`src/rtl/v_prot_pkg.sv`:
```
// ----------------------------------------------------------------------------
// v_prot_pkg
//   Shared types and helpers for the v_prot mux self-test sequencer.
//   - state_t : sequencer FSM states (IDLE -> RUN -> FIN -> IDLE)
//   - N_VEC   : number of {A,B,Sel} vectors walked per run
//   - exp_sal : expected output of the 2:1 mux for a packed {A,B,Sel} vector
// ----------------------------------------------------------------------------
package v_prot_pkg;

    typedef enum logic [1:0] {
        S_IDLE = 2'd0,
        S_RUN  = 2'd1,
        S_FIN  = 2'd2
    } state_t;

    localparam int N_VEC = 8;

    // idx packs {A,B,Sel} with A as MSB; the mux selects B when Sel=1.
    function automatic logic exp_sal(input logic [2:0] idx);
        return idx[0] ? idx[1] : idx[2];
    endfunction

endpackage

```
`src/rtl/v_prot_tmr.sv`:
```
// ----------------------------------------------------------------------------
// v_prot_tmr
//   Dwell timer: counts 0..DWELL-1 while enabled and wraps, flagging the last
//   cycle of each dwell on o_tc.
// Ports
//   i_clk   in  1  clock, rising edge
//   i_rst_n in  1  synchronous active-low reset
//   i_clr   in  1  synchronous clear (count forced to 0)
//   i_en    in  1  count enable
//   o_tc    out 1  terminal count: count == DWELL-1
// ----------------------------------------------------------------------------
module v_prot_tmr #(
    parameter int DWELL = 100,
    parameter int CNT_W = 7
) (
    input  logic i_clk,
    input  logic i_rst_n,
    input  logic i_clr,
    input  logic i_en,
    output logic o_tc
);

    logic [CNT_W-1:0] r_cnt;

    assign o_tc = (r_cnt == CNT_W'(DWELL - 1));

    always_ff @(posedge i_clk) begin
        if (!i_rst_n || i_clr) begin
            r_cnt <= '0;
        end else if (i_en) begin
            // Wrap at the terminal count so consecutive dwells need no clear.
            r_cnt <= o_tc ? '0 : r_cnt + CNT_W'(1);
        end
    end

endmodule

```
`src/rtl/v_prot_seq.sv`:
```
// ----------------------------------------------------------------------------
// v_prot_seq
//   Self-test sequencer for the v_prot 2:1 mux (Sal = Sel ? B : A). On Start it
//   walks {A,B,Sel} through 000..111, holding each vector DWELL cycles, checks
//   the returned Sal on the last cycle of each dwell and counts mismatches.
// Ports
//   Clk     in   1  clock, rising edge
//   Rst_n   in   1  synchronous active-low reset
//   Start   in   1  run request, only honoured in IDLE
//   Sal     in   1  mux output returned from v_prot (combinational)
//   A,B,Sel out  1  mux stimulus, registered
//   Busy    out  1  high while vectors are being applied
//   Done    out  1  one-cycle pulse after the last vector is checked
//   Err     out  1  sticky mismatch flag for the current/last run
//   ErrCnt  out  4  mismatch count for the current/last run (0..8)
// ----------------------------------------------------------------------------
module v_prot_seq
    import v_prot_pkg::*;
#(
    parameter int DWELL = 100,
    parameter int CNT_W = 7
) (
    input  logic       Clk,
    input  logic       Rst_n,
    input  logic       Start,
    input  logic       Sal,
    output logic       A,
    output logic       B,
    output logic       Sel,
    output logic       Busy,
    output logic       Done,
    output logic       Err,
    output logic [3:0] ErrCnt
);

    state_t     r_state;
    state_t     w_next;
    logic [2:0] r_idx;
    logic       r_err;
    logic [3:0] r_errcnt;

    logic       w_tc;
    logic       w_accept;
    logic       w_sample;
    logic       w_busy;
    logic       w_done;
    logic       w_tmr_clr;

    // Timer sits at 0 outside RUN so the first dwell of a run is full length.
    v_prot_tmr #(
        .DWELL (DWELL),
        .CNT_W (CNT_W)
    ) u_tmr (
        .i_clk   (Clk),
        .i_rst_n (Rst_n),
        .i_clr   (w_tmr_clr),
        .i_en    (1'b1),
        .o_tc    (w_tc)
    );

    // State register
    always_ff @(posedge Clk) begin
        if (!Rst_n) begin
            r_state <= S_IDLE;
        end else begin
            r_state <= w_next;
        end
    end

    // Next-state logic
    always_comb begin
        w_next = r_state;
        case (r_state)
            S_IDLE:  if (Start) w_next = S_RUN;
            S_RUN:   if (w_tc && (r_idx == 3'(N_VEC - 1))) w_next = S_FIN;
            S_FIN:   w_next = S_IDLE;
            default: w_next = S_IDLE;
        endcase
    end

    // Output / control decode
    always_comb begin
        w_busy    = 1'b0;
        w_done    = 1'b0;
        w_accept  = 1'b0;
        w_sample  = 1'b0;
        w_tmr_clr = 1'b1;
        case (r_state)
            S_IDLE: begin
                w_accept = Start;
            end
            S_RUN: begin
                w_busy    = 1'b1;
                w_sample  = w_tc;
                w_tmr_clr = 1'b0;
            end
            S_FIN: begin
                w_done = 1'b1;
            end
            default: ;
        endcase
    end

    // Vector index and error tally. idx naturally wraps 7->0 on the last
    // sample, so it is already 0 in FIN/IDLE and can drive A/B/Sel directly.
    always_ff @(posedge Clk) begin
        if (!Rst_n) begin
            r_idx    <= '0;
            r_err    <= 1'b0;
            r_errcnt <= '0;
        end else if (w_accept) begin
            r_idx    <= '0;
            r_err    <= 1'b0;
            r_errcnt <= '0;
        end else if (w_sample) begin
            r_idx <= r_idx + 3'd1;
            if (Sal != exp_sal(r_idx)) begin
                r_err    <= 1'b1;
                r_errcnt <= r_errcnt + 4'd1;
            end
        end
    end

    assign {A, B, Sel} = r_idx;
    assign Busy        = w_busy;
    assign Done        = w_done;
    assign Err         = r_err;
    assign ErrCnt      = r_errcnt;

endmodule

```
`config.mk`:
```
export PLATFORM = sky130hd
export DESIGN_NAME = v_prot_seq
export DESIGN_NICKNAME = d
export VERILOG_FILES = /design/src/rtl/v_prot_pkg.sv /design/src/rtl/v_prot_tmr.sv /design/src/rtl/v_prot_seq.sv
export SDC_FILE = /design/constraint.sdc
export NUM_CORES = 1
export LEC_CHECK = 0
export BUFFER_PORTS_ARGS = -buffer_cell sky130_fd_sc_hd__buf_2
export CORE_MARGIN = 2
export CORE_UTILIZATION = 50
export CTS_CLUSTER_DIAMETER = 80
export DETAILED_ROUTE_END_ITERATION = 6
export GPL_TIMING_DRIVEN = 0
export PLACE_DENSITY = 0.81
export SYNTH_ARGS = -nofsm -noshare
export SYNTH_HDL_FRONTEND = slang
export SYNTH_SLANG_ARGS = --single-unit
```
`constraint.sdc`:
```
create_clock -name Clk -period 2.4 [get_ports Clk]
set_input_delay 0.72 -clock Clk [delete_from_list [all_inputs] [get_ports Clk]]
set_output_delay 0.72 -clock Clk [all_outputs]
set_load 0.01 [all_outputs]
```
---- Yosys cells after proc, flatten, opt, wreduce, memory -nomap -nowiden ----
Index checks and enable logic that the tools add are counted.
operators by class
  add/subtract/negate cells ............... 3
  equal/unequal tests ..................... 7
  muxes and demuxes ....................... 9
  bitwise logic cells ..................... 1
  reductions and logical operators ........ 8
operators with widths
  kind                   number
  $add A7 B1 Y7 const B  1
  $eq A7 B7 Y1 const B   1
  $mux W1                6
  $add A4 B1 Y4 const B  1
  $mux W2                2
  $ne A2 B2 Y1 const B   2
  $pmux W2 S2            1
  $reduce_and A2 Y1      2
  $reduce_or A2 Y1       2
  $add A3 B1 Y3 const B  1
  $eq A3 B3 Y1 const B   1
  $eq A2 B1 Y1 const B   1
  $eq A2 B2 Y1 const B   1
  $logic_not A2 Y1       1
  $logic_and A1 B1 Y1    1
  $logic_not A1 Y1       1
  $logic_or A1 B1 Y1     1
  $ne A1 B1 Y1           1
  $not A1 Y1             1
word-level totals
  register bits ........................... 17
  input port bits ......................... 4
  word-level logic and storage cells ...... 33

---- Logic depth before layout (Yosys ltp) ----
  word-level depth ........................ 4
  gate-level depth with buffers ........... 6
  mapped depth without buffers ............ 5

---- Hierarchy ----
Synthesis repeated with hierarchy kept, for this count alone.
second synthesis, totals
  cell total of the unflattened synthesis .. 93
  area total of the unflattened synthesis .. 829.5 um^2
by module, submodules not included
  module      instances  cells an instance  area an instance (um^2)  seq. area each (um^2)
  v_prot_seq  1          52                 474.2                    200.2
  v_prot_tmr  1          41                 355.3                    140.1

---- Least setup slack after synthesis ----
No wires, ideal clock.
  path type ............................... input to register
  from .................................... in Sal
  to ...................................... reg r_errcnt[3], in the netlist ErrCnt[3]
  data arrival time ....................... 1.502 ns
  required time ........................... 2.330 ns
  path slack .............................. 0.828 ns
  cell stages on the path ................. 3
  buffers on the path ..................... 0
  path through ............................ xor2_1 > or4_1 > a21oi_1
between the ends
  word-level cells in the longest chain between the ends .. 2
ends and longest elaborated chain
  item                         RTL line           source
  from (decl)                  v_prot_seq.sv:26   input logic Sal,
  $ne A1 B1 Y1                 v_prot_seq.sv:117  if (Sal != exp_sal(r_idx)) begin
  $reduce_and A2 Y1 (no line)  n/a
  to (signal assigned)         v_prot_seq.sv:119  r_errcnt <= r_errcnt + 4'd1;
  to (decl)                    v_prot_seq.sv:40   logic [3:0] r_errcnt;
Every way passes these cells.
A chain may end at the register's enable or synchronous reset.

---- Worst setup path after layout ----
  from .................................... reg r_state[0]
  to ...................................... out Busy
between the ends
  word-level cells in the longest chain between the ends .. 2
ends and longest elaborated chain
  item                    RTL line          source
  from (decl)             v_prot_seq.sv:36  state_t r_state;
  from (signal assigned)  v_prot_seq.sv:66  r_state <= w_next;
  $eq A2 B1 Y1            v_prot_seq.sv:88  case (r_state)
  $mux W1                 v_prot_seq.sv:88
  to (decl)               v_prot_seq.sv:30  output logic Busy,
Every way passes these cells.

==> results.sh <==
export IMPL_status="finished, final reports clean"
export IMPL_syn_nets=92
export IMPL_fmaxAchievable_mhz=538.6
export IMPL_insertion_delay_ns=0.28
export IMPL_die_area_sq_mm=0.001885
export IMPL_critPathRequiredTime_ns=1.68
export IMPL_start_kind="flip-flop"
export IMPL_dp_hpwl_um=943.3
export IMPL_num_rows=14
export IMPL_power_mw=0.4560
export IMPL_synth_async_reset_ratio_pct=0
export IMPL_vias_per_cell=5.128
export IMPL_ys_warn_count=0
export IMPL_whs_ns=0.4662
export IMPL_final_max_slew_violation_count=0
export IMPL_antenna_found_initial=0
export IMPL_syn_area_sq_um=777.0
export IMPL_drv_cap=0
export IMPL_cts_sinks=17
export IMPL_finalCritPeriodShare_pct=77.37
export IMPL_routed_wl_um=1209
export IMPL_final_cell_mix="17 x dfxtp_1, 14 x buf_2, 13 x nor2_1"
export IMPL_post_cts_resize_count=0
export IMPL_r2r_slack_ns=0.75
export IMPL_hold_path_class="flip-flop to flip-flop"
export IMPL_synth_edf_count=0
export IMPL_core_area_sq_mm=0.001489
export IMPL_first_pass_iters=2
export IMPL_grt_pass1_wl_um=2145
export IMPL_stdcell_count=117
export IMPL_wl_per_cell_um=10.33
export IMPL_die_w_um=43.42
export IMPL_peakVddDrop_mv=0.2865
export IMPL_ctsHoldBuffers=0
export IMPL_arrival_ns=1.14
export IMPL_synth_main_ff_cell="dfxtp_1"
export IMPL_drt_first_iter_violations=1
export IMPL_critPathKind="flip-flop to primary output"
export IMPL_vias=600
export IMPL_track_usage_pct=15.30
export IMPL_max_slew_margin_pct=73.67
export IMPL_cp_end_kind="primary output"
export IMPL_ys_types=25
export IMPL_finalHoldViolCount=0
export IMPL_synth_top_area_share_pct=43.80
export IMPL_grt_max_degree=11
export IMPL_ys_ff_latch=17
export IMPL_clk_pin_slew_worst_paths_ns=0.09
export IMPL_tightest_slew_ns=0.3936
export IMPL_root_buffer="clkbuf_4"
export IMPL_setup_tns_ns=0
export IMPL_overflow=0
export IMPL_nNetsFinal=110
export IMPL_layout_drive_gt1_share_pct=20.79
export IMPL_die_h_um=43.42
export IMPL_final_common_cell="dfxtp_1"
export IMPL_synth_area_leader_cell="dfxtp_1"
export IMPL_final_antenna_net_count=0
export IMPL_placed_cells=113
export IMPL_drc=0
export IMPL_cts_tree="yes"
export IMPL_cp_max_fo=5
export IMPL_antenna_cells=0
export IMPL_htree_levels=1
export IMPL_powerDensity_mw_per_mm2=513.3
export IMPL_synth_area_leaders="dfxtp_1 44%, ha_1 6.4%, nor2_1 6.3%"
export IMPL_ys_seq_area_share_pct=43.80
export IMPL_cts_buffers=3
export IMPL_grt_pass1_vias=530
export IMPL_routabilityCongestion=0.6772
export IMPL_num_io_pins=14
export IMPL_syn_area_per_cell_sq_um=9.250
export IMPL_io_buffer_count=13
export IMPL_finalCriticalPeriod_ns=1.857
export IMPL_dpl_cell_area_sq_um=862.1
export IMPL_p_leak_nw=0.3599
export IMPL_syn2layout_area_growth_pct=14.33
export IMPL_final_area_sq_um=888.4
export IMPL_skew_ns=0.003993
export IMPL_setup_viol=0
export IMPL_cts_buffer_depth=2
export IMPL_start_util_pct=52.18
export IMPL_grt_setup_unrepaired="no"
export IMPL_syn_inst=84
export IMPL_postCtsSetupBuffers=0
-- report_power, final --
part	internal, mW	switching (mW)	leakage [nW]
Sequential	0.284	0.00244	0.137
Clock	0.0644	0.0830	0.0150
Combinational	0.00874	0.0130	0.208
Total	0.358	0.0984	0.360
-- sequential cells by signal, indices dropped and copies added, names as in the netlist --
| register | flops |
|---|---|
| ErrCnt | 4 |
| r_state | 2 |
| Err | 1 |
| u_tmr.r_cnt | 7 |
| r_idx | 3 |
-- logic make-up (layout without fill, tap and decap cells) --
kind of cell,after synthesis,in the layout,share of synthesized area [%]
AND/OR/NAND/NOR,41,41,30.44
flip-flops,17,17,43.80
AO/OA/AOI/OAI,9,9,6.762
XOR/XNOR,7,7,7.891
adder cells (fa/ha/maj),4,4,6.441
buffers and inverters,4,21,2.093
multiplexers,2,2,2.577
-- metrics by stage --
step	setup slack (ns)	utilization (%)
after floorplan	0.8279	-
after global placement	0.6810	57.90
after detailed placement	0.6696	57.90
after CTS	0.5252	59.66
after global routing	0.4540	59.66
final	0.5432	59.66
-- metal layers --
| metal | global-route usage (%) | part of all wire [%] | up-vias |
|---|---|---|---|
| li1 | - | - | 322 |
| met1 | 19.11 | 47 | 264 |
| met2 | 23.88 | 48 | 10 |
| met3 | 3.750 | 3.3 | 4 |
| met4 | 9.091 | 2.4 | 0 |
| met5 | 0 | 0 | - |
-- path summary, 6_finish.rpt --
| path | start | depth (start not counted) | to |
|---|---|---|---|
| worst max-delay path | r_state[0]$_SDFFE_PN0P_ | 3 | Busy |
| worst min-delay path | Err$_SDFFE_PP0P_ | 1 | Err$_SDFFE_PP0P_ |
| worst max register to register | u_tmr.r_cnt[2]$_SDFF_PP0_ | 4 | ErrCnt[3]$_SDFFE_PP0P_ |
| worst min register to register | Err$_SDFFE_PP0P_ | 1 | Err$_SDFFE_PP0P_ |
-- synth_stat cells, types with 2 or more instances --
cell type,instances
xor2_1,4
ha_1,4
mux2i_1,2
dfxtp_1,17
nand2_1,8
inv_1,2
nor2_1,13
xnor2_1,3
nor2b_1,3
o31ai_1,2
a21oi_1,5
or4_1,2
nand3_1,7
-- area by class of cell --
| cell class | count | area, sq um |
|---|---|---|
| fill | 139 | 600.6 |
| multi-input combinational | 63 | 420.4 |
| sequential | 17 | 340.3 |
| timing repair buffer | 13 | 65.06 |
| clock buffer | 4 | 26.28 |
| tap | 16 | 20.02 |
| buffer | 2 | 8.758 |
| inverter | 2 | 7.507 |
-- critical path: stages (launching register included) --
cell and delay (ns):
dfxtp_1 0.39, nor2b_1 0.14, buf_2 0.17, buf_2 0.15
(Power assumes the default switching activity.)
